File: src/rtl/mem_arb_pkg.sv
// Purpose: shared types and defaults for the fetch / load-store memory arbiter.
// Latency: n/a (types and constants only).
// Backpressure: n/a.
package mem_arb_pkg;

  typedef enum logic {
    IDLE     = 1'b0,
    WAIT_RSP = 1'b1
  } arb_state_t;

  typedef enum logic {
    OWN_IF = 1'b0,
    OWN_LS = 1'b1
  } arb_owner_t;

  // Lost arbitrations a waiting fetch tolerates before it is forced through.
  localparam int STARVE_LIMIT_DEFAULT = 4;

endpackage

File: src/rtl/mem_arbiter.sv
// Purpose: arbitrates a fetch read port and a load/store port onto one memory port.
// Latency: request -> mem_req_o same cycle; response routed combinationally on mem_rvalid_i.
// Backpressure: one outstanding transaction; requests are held off (no grant) in WAIT_RSP.
//
// Ports:
//   clk_i, rst_i (async, active low)
//   if_*  : fetch request (req/addr), grant, read response (rvalid/rdata)
//   ls_*  : load/store request (req/we/be/addr/wdata), grant, response / write ack
//   flush_i : branch-taken flush, discards the in-flight fetch response
//   mem_* : shared memory request, grant and response
module mem_arbiter
  import mem_arb_pkg::*;
#(
  parameter int STARVE_LIMIT = STARVE_LIMIT_DEFAULT
) (
  input  logic        clk_i,
  input  logic        rst_i,
  input  logic        if_req_i,
  input  logic [31:0] if_addr_i,
  output logic        if_gnt_o,
  output logic        if_rvalid_o,
  output logic [31:0] if_rdata_o,
  input  logic        ls_req_i,
  input  logic        ls_we_i,
  input  logic [3:0]  ls_be_i,
  input  logic [31:0] ls_addr_i,
  input  logic [31:0] ls_wdata_i,
  output logic        ls_gnt_o,
  output logic        ls_rvalid_o,
  output logic [31:0] ls_rdata_o,
  input  logic        flush_i,
  output logic        mem_req_o,
  output logic        mem_we_o,
  output logic [3:0]  mem_be_o,
  output logic [31:0] mem_addr_o,
  output logic [31:0] mem_wdata_o,
  input  logic        mem_gnt_i,
  input  logic        mem_rvalid_i,
  input  logic [31:0] mem_rdata_i
);

  localparam int CNT_W = (STARVE_LIMIT < 1) ? 1 : $clog2(STARVE_LIMIT + 1);
  localparam logic [CNT_W-1:0] CNT_MAX = CNT_W'(STARVE_LIMIT);

  arb_state_t       state;
  arb_owner_t       owner;
  logic [CNT_W-1:0] starve_cnt;
  logic             drop_flag;

  logic idle;
  logic busy;
  logic sel_if;
  logic fetch_own;
  logic ls_own;

  // Outputs are qualified with rst_i so every output is 0 while reset is held,
  // including the combinational request path.
  assign idle      = rst_i && (state == IDLE);
  assign busy      = rst_i && (state == WAIT_RSP);
  assign sel_if    = if_req_i && (!ls_req_i || (starve_cnt == CNT_MAX));
  assign fetch_own = busy && (owner == OWN_IF);
  assign ls_own    = busy && (owner == OWN_LS);

  assign mem_req_o = idle && (if_req_i || ls_req_i);
  assign if_gnt_o  = mem_req_o && mem_gnt_i && sel_if;
  assign ls_gnt_o  = mem_req_o && mem_gnt_i && !sel_if;

  always_comb begin
    mem_we_o    = 1'b0;
    mem_be_o    = 4'h0;
    mem_addr_o  = 32'h0;
    mem_wdata_o = 32'h0;
    if (mem_req_o) begin
      if (sel_if) begin
        mem_be_o   = 4'hF;
        mem_addr_o = if_addr_i;
      end else begin
        mem_we_o    = ls_we_i;
        mem_be_o    = ls_be_i;
        mem_addr_o  = ls_addr_i;
        mem_wdata_o = ls_wdata_i;
      end
    end
  end

  // A flushed fetch response is still consumed (it closes the transaction)
  // but never presented; a flush in the response cycle itself also hides it.
  assign if_rvalid_o = fetch_own && mem_rvalid_i && !drop_flag && !flush_i;
  assign ls_rvalid_o = ls_own && mem_rvalid_i;
  assign if_rdata_o  = if_rvalid_o ? mem_rdata_i : 32'h0;
  assign ls_rdata_o  = ls_rvalid_o ? mem_rdata_i : 32'h0;

  always_ff @(posedge clk_i or negedge rst_i) begin
    if (!rst_i) begin
      state      <= IDLE;
      owner      <= OWN_IF;
      starve_cnt <= '0;
      drop_flag  <= 1'b0;
    end else begin
      case (state)
        IDLE: begin
          if (if_gnt_o || ls_gnt_o) begin
            state <= WAIT_RSP;
            owner <= if_gnt_o ? OWN_IF : OWN_LS;
          end
        end
        WAIT_RSP: begin
          if (mem_rvalid_i) begin
            state <= IDLE;
          end
        end
        default: state <= IDLE;
      endcase

      // Counts arbitrations the fetch port lost while it was asking.
      if (if_gnt_o) begin
        starve_cnt <= '0;
      end else if (if_req_i && ls_gnt_o && (starve_cnt != CNT_MAX)) begin
        starve_cnt <= starve_cnt + 1'b1;
      end

      if (fetch_own && mem_rvalid_i) begin
        drop_flag <= 1'b0;
      end else if (flush_i && (fetch_own || if_gnt_o)) begin
        drop_flag <= 1'b1;
      end
    end
  end

endmodule

File: config.mk
export PLATFORM = sky130hd
export DESIGN_NAME = mem_arbiter
export DESIGN_NICKNAME = d
export VERILOG_FILES = /design/src/rtl/mem_arb_pkg.sv /design/src/rtl/mem_arbiter.sv
export SDC_FILE = /design/constraint.sdc
export NUM_CORES = 1
export LEC_CHECK = 0
export CORE_AREA = 2 2 107 109
export DETAILED_ROUTE_END_ITERATION = 7
export DIE_AREA = 0 0 109 111
export PLACE_DENSITY_LB_ADDON = 0.15
export SLEW_MARGIN = 20
export SYNTH_ARGS = -nofsm -noshare
export SYNTH_HDL_FRONTEND = slang
export SYNTH_SLANG_ARGS = --single-unit
File: constraint.sdc
create_clock -name clk_i -period 1.4 [get_ports clk_i]
set_input_delay 0.14 -clock clk_i [delete_from_list [all_inputs] [get_ports clk_i]]
set_output_delay 0.14 -clock clk_i [all_outputs]
set_load 0.02 [all_outputs]
**Yosys cells after proc, flatten, opt, wreduce, memory -nomap -nowiden**

Index checks and enable logic that the tools add are counted.

- Flip-flop bits (word level): 6
- Input port bits: 140
- Output and inout port bits: 138
- Logic and storage cells: 54

- $add $sub $neg: 1
- Equal/unequal tests: 2
- Multiplexer cells: 18
- Bitwise logic cells: 2
- Reduce and logical (&&, ||, !) cells: 27

Operator list:

| kind | count |
|---|---|
| $mux W32 | 6 |
| $logic_and A1 B1 Y1 | 16 |
| $mux W4 | 2 |
| $mux W1 | 7 |
| $mux W3 | 2 |
| $logic_not A1 Y1 | 4 |
| $logic_or A1 B1 Y1 | 4 |
| $reduce_bool A2 Y1 | 2 |
| $add A3 B1 Y3 const B | 1 |
| $eq A3 B3 Y1 const B | 1 |
| $ne A3 B3 Y1 const B | 1 |
| $not A1 Y1 | 2 |
| $pmux W1 S2 | 1 |
| $reduce_and A2 Y1 | 1 |

**Longest topological paths before layout**

Gate-level depths: netlist of the first run.

- Depth after elaboration: 9
- Depth in mapped cells: 7
- Depth with buffers taken out: 6

**Least setup slack after synthesis of the first run**

No wires, ideal clock.

- Path kind: register to output
- From: reg starve_cnt[0]
- To: out ls_gnt_o
- Arrival time: 1480 ps
- Required time: 1260 ps
- Setup slack: -220 ps
- Stages on the path, launching flop included: 8
- Buffers on the path: 2
- Cell sequence: dfrtp_1 inv_1 ha_1 a21bo_2 buf_6 and2_4 buf_6 nor3_2

- Cells in the longest elaborated chain, start to end: 5

RTL lines:

| item | RTL line | RTL |
|---|---|---|
| start, declared | mem_arbiter.sv:47 | `logic [CNT_W-1:0] starve_cnt;` |
| start signal, assigned | mem_arbiter.sv:119 | `starve_cnt <= starve_cnt + 1'b1;` |
| $eq A3 B3 Y1 | mem_arbiter.sv:60 | `assign sel_if = if_req_i && (!ls_req_i \|\| (starve_cnt == CNT_MAX));` |
| $logic_or A1 B1 Y1 | mem_arbiter.sv:60 |  |
| $logic_and A1 B1 Y1 | mem_arbiter.sv:60 |  |
| $logic_not A1 Y1 | mem_arbiter.sv:66 | `assign ls_gnt_o = mem_req_o && mem_gnt_i && !sel_if;` |
| $logic_and A1 B1 Y1 | mem_arbiter.sv:66 |  |
| end, declared | mem_arbiter.sv:28 | `output logic ls_gnt_o,` |

No other way between the ends.

**Final worst setup path of the first run**

- From: reg starve_cnt[1]
- To: out mem_addr_o[7]

- Cells in the longest elaborated chain, start to end: 5

RTL lines:

| item | RTL line | RTL |
|---|---|---|
| $eq A3 B3 Y1 | mem_arbiter.sv:60 |  |
| $logic_or A1 B1 Y1 | mem_arbiter.sv:60 |  |
| $logic_and A1 B1 Y1 | mem_arbiter.sv:60 |  |
| $mux W32 | mem_arbiter.sv:74 | `if (sel_if) begin` |
| $mux W32 | mem_arbiter.sv:73 | `if (mem_req_o) begin` |
| end, declared | mem_arbiter.sv:35 | `output logic [31:0] mem_addr_o,` |

No other way between the ends.

==> summary.txt, run 1 <==
Clocking
  – Clock root buffer: clkbuf_16
  – Clk sinks: 6
  – Htree depth: 1
  – CTS Hold Bufs: 0
  – TritonCTS clock tree: done
  – Clock Tree Buf Depth: 2
  – Clock latency on the worst-skew pair: 0.23 ns
  – CTS clk-pin slew, worst paths: 0.03 ns
  – TritonCTS Buffers: 3

Pwr
  – P_leak: approximately 2.7 nW
  – Combinational power share: 0.744
  – VDD IR-drop max: about 310 uV
  – Switch share: 0.3569
  – Pwr/cell area: 443.5 nW/um2
  – Final Power: around 2.8 mW
  – Pint: roughly 1.8 mW
  – Clock Power Share: 0.163
  – Sequential Power Share: 0.093
  – Psw: a little over 1 mW

Critical path
  – Crit-path max FO: 8
  – R2R depth: 9
  – Crit. End Element: output port
  – Crit path arrival time: about 1.7 ns
  – Max incr delay on CP: ~0.37 ns
  – Startpoint types: register
  – Worst path cell trace: inv_2 -> ha_4 -> a21bo_4 -> buf_16 -> a32oi_4 -> nor2_2 -> buf_6
  – Crit path required time: 1.26 ns
  – WP buf/inv: 3
  – Reg2reg setup slack: -0.15 ns
  – Reg2Reg Launch Point: starve_cnt[1]$_DFFE_PN0P_
  – Instance count on the critical path: 7
  – CP max-delay cell: dfrtp_1
  – Top delay family on crit path: compound AO/OA/AOI/OAI gates
  – Worst r2r dst: owner$_DFFE_PN0P_
  – WS Path Type: register to output port

Detailed routing
  – Via-to-Cell Ratio: roughly 4.3
  – Post-DR wirelength/cell: between 15 and 20 um
  – First-pass detailed-route iteration total: 4
  – Routed via count: around 3.2k
  – Iter 0 DRT Violations: roughly 90
  – ANT nets after route: 0
  – Final wirelength: 12,250 um
  – DRC Markers: 0

Synthesis
  – Yosys top cell area share: 0.4587
  – Mean area per synthesized cell: 6.540 um2
  – Library cells used by synthesis: 29
  – Warnings, synthesis: 0
  – Top-count cell post-synth: and2_1
  – Synth area leaders: and2_1 46%, a32oi_1 16%, dfrtp_1 8.5%
  – Commonest register cell after synthesis: dfrtp_1
  – Mapped cell area: 1759 um2
  – Flip-flop and latch count after synthesis: 6
  – Synthesized net count: 411
  – Synth Instances: 269
  – Sequential fraction of the synthesis area: 0.08535
  – Asr flop ratio synth: 1.000
  – Synth top cells by count: 129 x and2_1, 35 x nor2_1, 32 x a32oi_1, 20 x clkbuf_1
  – Yosys top cell by area: and2_1
  – Post-synth EDFFs: 0

Global routing
  – Initial antenna violation count: 0
  – Global-route wire length before repair: around 18,000 um
  – Gr ovfl total: 0
  – Gr usage total: 0.1884
  – Largest net degree at the start of global routing: 33
  – Vias in the first global route: roughly 3.4k

Final layout
  – Post-route non-filler standard cell count: roughly 740
  – Area Overhead vs Synth: 261.2%
  – Ant. Diodes: 0
  – Final #Nets: about 740
  – Share of layout cells above drive strength 1: 0.6655

Die
  – Core Box Area: roughly 11,000 um2
  – Initial Util: 0.1588
  – Row count: 39
  – Top-level I/O count: about 280
  – Die H: 111 um
  – Die ar.: roughly 12,000 um2
  – Die extent in x: between 100 and 150 um

Timing
  – Tmin final: 1.831 ns
  – Max Fclk: 546.2 MHz
  – RSZ-0062 raised after global routing: yes
  – Worst-Margin Slew: around 0.49 ns
  – Fin worst setup slack: -0.4308 ns
  – Final setup fails: 142
  – Final Hold Vio Count: 0
  – Final slew viol count: 0
  – Clock Skew: 0.002527 ns
  – Final period utilization: 1.308
  – Max transition margin: 0.6730

Place
  – Dpl hpwl: between 8000 and 9000 um
  – I/O Buffers: around 280
  – Worst slack at placement: -0.7438 ns
  – Placed insts: between 600 and 700
  – Routability cong.: 0.7985

Min path
  – Worst min path class: primary input to asynchronous set/reset pin

Run
  – Max_cap viols: 0

Run status
  – Outcome: complete, but fails checks
  – Failing checks: negative setup slack
## worst max path at each step
stage	start	end	slack, ns
2_1_floorplan	starve_cnt[0]$_DFFE_PN0P_	mem_be_o[0]	-0.12
3_3_place_gp	rst_i	mem_wdata_o[3]	-0.73
3_5_place_dp	rst_i	if_rdata_o[4]	-0.74
4_1_cts	starve_cnt[0]$_DFFE_PN0P_	mem_addr_o[28]	-0.44
5_1_grt	starve_cnt[1]$_DFFE_PN0P_	mem_addr_o[15]	-0.48
6_report	starve_cnt[1]$_DFFE_PN0P_	mem_addr_o[7]	-0.43
## logic make-up (layout without fill, tap and decap cells)
group                    Yosys count  in the layout  share of synthesized area
AND/OR/NAND/NOR                  182            185                     0.6046
AO/OA/AOI/OAI                     46             46                     0.2127
buffers and inverters             33            353                    0.08321
flip-flops                         6              6                    0.08535
adder cells (fa/ha/maj)            2              2                    0.01422
## power groups by stage
stage | clock network (mW) | registers [mW] | logic, mW
2_1_floorplan | 0 | 0.247 | 0.659
3_3_place_gp | 0 | 0.250 | 1.53
3_5_place_dp | 0 | 0.250 | 1.54
4_1_cts | 0.472 | 0.259 | 1.96
5_1_grt | 0.489 | 0.267 | 2.22
6_report | 0.460 | 0.262 | 2.10
## sequential cells by signal, summed over array words and instances (netlist names)
signal / flops
starve_cnt: 3
drop_flag: 1
state: 1
owner: 1
## routing by layer
metal | vias up | wire length [um] | share of wire | track usage
li1 | 1567 | - | - | -
met1 | 1448 | 4221 | 0.34 | 0.1884
met2 | 157 | 6615 | 0.54 | 0.3714
met3 | 12 | 1206 | 0.098 | 0.05232
met4 | 0 | 210 | 0.017 | 0.04444
met5 | - | 0 | 0 | 0
## layout make-up
class	instances	area, um2
fillers	968	4722
repair buffers	345	3755
multi-input cells	233	2176
well taps	143	178.9
flip-flops and latches	6	151.4
clock buffers	3	75.07
inverters	5	18.77
## layout by cell type (no fill, tap or decap), types with 2 or more instances in the layout
master / n
nand2_1: 4
o21ai_2: 3
buf_4: 29
and2_4: 98
a21oi_1: 2
buf_8: 4
nand3_4: 2
clkbuf_16: 6
inv_1: 2
dlygate4sd2_1: 4
buf_12: 6
and2_1: 32
nor2_2: 32
clkdlybuf4s50_1: 135
a32oi_1: 2
nand2b_4: 2
and3_4: 4
inv_2: 3
nor2_1: 2
buf_6: 161
dfrtp_1: 5
a32oi_2: 29
buf_16: 3
o21a_4: 4
## metrics by stage
step | hold WS [ns] | instance area, um2 | utilization | TNS (ns)
6_report | 0.05780 | 6355 | 0.5737 | -44.82
5_1_grt | 0.09283 | 6355 | 0.5737 | -52.64
4_1_cts | 0.06309 | 6023 | 0.5438 | -42.62
3_5_place_dp | 0.5021 | 5025 | 0.4536 | -96.83
3_3_place_gp | 0.4872 | 5025 | 0.4536 | -94.16
2_1_floorplan | -0.1556 | 1921 | - | -6.424
## what timing repair did
item | in CTS | in global routing
setup endpoints to repair | 138 | 143
pin swaps | 58 | 58
buffers inserted | 24 | 11
gates cloned | 10 | 3
resized for setup | 878 | 142
(Power assumes the default switching activity.)
==> run 2, diff against run 1 <==
--- a/config.mk
+++ b/config.mk
@@ -6,8 +6,11 @@
 export NUM_CORES = 1
 export LEC_CHECK = 0
 export CORE_AREA = 2 2 107 109
+export CTS_CLUSTER_DIAMETER = 40
 export DETAILED_ROUTE_END_ITERATION = 7
 export DIE_AREA = 0 0 109 111
+export HOLD_SLACK_MARGIN = 0.12
+export MAX_ROUTING_LAYER = met4
 export PLACE_DENSITY_LB_ADDON = 0.15
 export SLEW_MARGIN = 20
 export SYNTH_ARGS = -nofsm -noshare
==> run 2 against run 1 <==
  * The run still ends with negative setup slack left
  * Register-to-register slack improved by 0.10 ns
  * Hold slack better by 0.47 ns
  * Utilization unchanged
  * Fmax fell by 0.39%
  * Sequential cell count stayed put
  * Critical path type unchanged
  * Largest cell class unchanged
==> summary.txt, run 2 (same netlist as run 1, synthesis figures left out) <==
Die
  – Die ar.: 12,100 um2 (unchanged)
  – Die extent in x: 109 um (unchanged)
  – Initial Util: 0.1588 (unchanged)
  – Top-level I/O count: 278 (unchanged)
  – Core Box Area: 11,080 um2 (unchanged)
  – Row count: 39 (unchanged)
  – Die H: 111 um (unchanged)

Detailed routing
  – ANT nets after route: 0 (unchanged)
  – DRC Markers: 0 (unchanged)
  – Post-DR wirelength/cell: 16.85 um (was 16.67 um)
  – Iter 0 DRT Violations: 121 (was 91)
  – Final wirelength: 12,380 um (was 12,250 um)
  – Via-to-Cell Ratio: 4.367 (was 4.332)
  – First-pass detailed-route iteration total: 4 (unchanged)
  – Routed via count: 3,210 (was 3,184)

Final layout
  – Post-route non-filler standard cell count: 735 (unchanged)
  – Fin util: 0.5737 (unchanged)
  – Final #Nets: 736 (unchanged)
  – Top reg by flops: starve_cnt (unchanged)
  – Area Overhead vs Synth: 261.2% (unchanged)
  – Share of layout cells above drive strength 1: 0.6622 (was 0.6655)
  – Filler Cells Inserted: 988 (was 968)
  – Commonest non-fill, non-tap cell in the layout: buf_6 (unchanged)
  – Design Area, Final: 6355 um2 (unchanged)
  – Most frequent cells in the layout: 156 x buf_6, 135 x clkdlybuf4s50_1, 98 x and2_4 (was 161 x buf_6, 135 x clkdlybuf4s50_1, 98 x and2_4)
  – Number of flip-flops in the largest register: 3 (unchanged)
  – Ant. Diodes: 0 (unchanged)

Critical path
  – Worst path cell trace: inv_2 -> ha_4 -> a21bo_4 -> buf_16 -> a32oi_2 -> nor2_2 -> buf_6 (was inv_2 -> ha_4 -> a21bo_4 -> buf_16 -> a32oi_4 -> nor2_2 -> buf_6)
  – Startpoint types: register (unchanged)
  – Crit path arrival time: 1.70 ns (was 1.69 ns)
  – R2R depth: 8 (was 9)
  – Reg2Reg Launch Point: starve_cnt[1]$_DFFE_PN0P_ (unchanged)
  – Capture point of the worst path: mem_addr_o[5] (was mem_addr_o[7])
  – CP max-delay cell: dfrtp_1 (unchanged)
  – Worst r2r dst: owner$_DFFE_PN0P_ (unchanged)
  – Top delay family on crit path: compound AO/OA/AOI/OAI gates (unchanged)
  – Crit path required time: 1.26 ns (about the same)
  – WS Path Type: register to output port (unchanged)
  – Worst setup startpoint: starve_cnt[1]$_DFFE_PN0P_ (unchanged)
  – Instance count on the critical path: 7 (unchanged)
  – Max incr delay on CP: 0.37 ns (about the same)
  – WP buf/inv: 3 (unchanged)
  – Crit-path max FO: 8 (unchanged)
  – Reg2reg setup slack: -0.05 ns (was -0.15 ns)
  – Crit. End Element: output port (unchanged)

Global routing
  – Gr ovfl total: 0 (unchanged)
  – Initial antenna violation count: 0 (unchanged)
  – Gr usage total: 0.1946 (was 0.1884)
  – Vias in the first global route: 3,426 (was 3,406)
  – Global-route wire length before repair: 18,230 um (was 18,160 um)
  – Largest net degree at the start of global routing: 33 (unchanged)

Timing
  – Final Hold Slack: 0.5265 ns (was 0.05780 ns)
  – Clock Skew: 0.002851 ns (was 0.002527 ns)
  – Final slew viol count: 0 (unchanged)
  – Fin worst setup slack: -0.4379 ns (was -0.4308 ns)
  – Final Hold Vio Count: 0 (unchanged)
  – Final period utilization: 1.313 (was 1.308)
  – Tmin final: 1.838 ns (was 1.831 ns)
  – Max Fclk: 544.1 MHz (was 546.2 MHz)
  – RSZ-0062 raised after global routing: yes (unchanged)
  – Max transition margin: 0.6678 (was 0.6730)
  – Final setup fails: 143 (was 142)
  – Worst-Margin Slew: 0.4983 ns (was 0.4904 ns)

Clocking
  – CTS clk-pin slew, worst paths: 0.04 ns (was 0.03 ns)
  – Clock root buffer: clkbuf_16 (unchanged)
  – TritonCTS Buffers: 3 (unchanged)
  – Htree depth: 1 (unchanged)
  – TritonCTS clock tree: done (unchanged)
  – Clk sinks: 6 (unchanged)
  – Clock latency on the worst-skew pair: 0.23 ns (about the same)
  – Clock Tree Buf Depth: 2 (unchanged)

Run
  – Max_cap viols: 0 (unchanged)

Pwr
  – Pwr/cell area: 443.3 nW/um2 (was 443.5 nW/um2)
  – Combinational power share: 0.744 (about the same)
  – Switch share: 0.3575 (was 0.3569)
  – Psw: 1.007 mW (was 1.006 mW)
  – Sequential Power Share: 0.092 (was 0.093)
  – Final Power: 2.817 mW (was 2.818 mW)
  – VDD IR-drop max: 286.2 uV (was 305.6 uV)
  – Clock Power Share: 0.164 (was 0.163)
  – Pint: 1.810 mW (was 1.812 mW)
  – P_leak: 2.739 nW (was 2.736 nW)

Place
  – Routability cong.: 0.8100 (was 0.7985)
  – I/O Buffers: 277 (unchanged)
  – Dpl hpwl: 8034 um (unchanged)
  – Area of placed instances: 5025 um2 (unchanged)
  – Placed insts: 690 (unchanged)

Min path
  – Worst min path class: primary input to register (was primary input to asynchronous set/reset pin)
  – Min-Delay Path Depth: 4

Run status
  – Outcome: complete, but fails checks (unchanged)
  – Failing checks: negative setup slack (unchanged)
==> run 2: power groups by stage <==
| stage | Sequential, mW | Combinational (mW) | Clock [mW] |
|---|---|---|---|
| after floorplan | 0.247 | 0.659 | 0 |
| after global routing | 0.265 | 2.22 | 0.489 |
| after global placement | 0.250 | 1.53 | 0 |
| final | 0.260 | 2.10 | 0.461 |
| after CTS | 0.259 | 1.96 | 0.472 |
| after detailed placement | 0.250 | 1.54 | 0 |
==> run 2: layout make-up <==
type | count | area (um2) | share of cell area
clock buffers | 3 | 75.07 | 0.01181
inverters | 5 | 18.77 | 0.002953
multi-input cells | 233 | 2172 | 0.3418
flip-flops and latches | 6 | 151.4 | 0.02382
well taps | 143 | 178.9 | 0.02816
repair buffers | 345 | 3759 | 0.5915
==> run 2: stage by stage <==
| stage | setup TNS (ns) | setup WS [ns] |
|---|---|---|
| after floorplan | -6.424 | -0.1159 |
| after global routing | -51.13 | -0.4812 |
| after CTS | -42.62 | -0.4409 |
| after global placement | -94.16 | -0.7257 |
| final | -43.48 | -0.4379 |
| after detailed placement | -96.83 | -0.7438 |
==> run 2: worst min-delay path by stage <==
stage / from / slack, ns / endpoint
after floorplan: rst_i / -0.16 / drop_flag$_DFFE_PN0P_
after detailed placement: rst_i / 0.50 / owner$_DFFE_PN0P_
after global placement: rst_i / 0.49 / state$_DFF_PN0_
final: mem_rvalid_i / 0.53 / state$_DFF_PN0_
after CTS: mem_rvalid_i / 0.53 / state$_DFF_PN0_
after global routing: mem_rvalid_i / 0.57 / state$_DFF_PN0_
==> run 2: per-layer routing <==
metal,track usage,routed length (um),vias to the layer above
li1,-,-,1568
met1,0.1981,4429,1467
met2,0.3698,6612,161
met3,0.04115,1103,14
met4,0.04786,239,0
met5,-,0,-
==> run 2: worst register-to-register path, stage by stage (launching register included) <==
cell and delay, ns:
dfrtp_1 0.37, inv_2 0.06, ha_4 0.17, a21bo_4 0.28, buf_4 0.16, nand2b_4 0.06
inv_1 0.05, buf_4 0.12, a21oi_1 0.10
==> run 2: timing repair <==
action	4_1_cts	5_1_grt
gates cloned	10	4
setup endpoints to repair	138	143
endpoints found under the hold margin	6	0
hold buffers	1	0
setup buffers	24	8
resized for setup	878	139
pin swaps	58	51
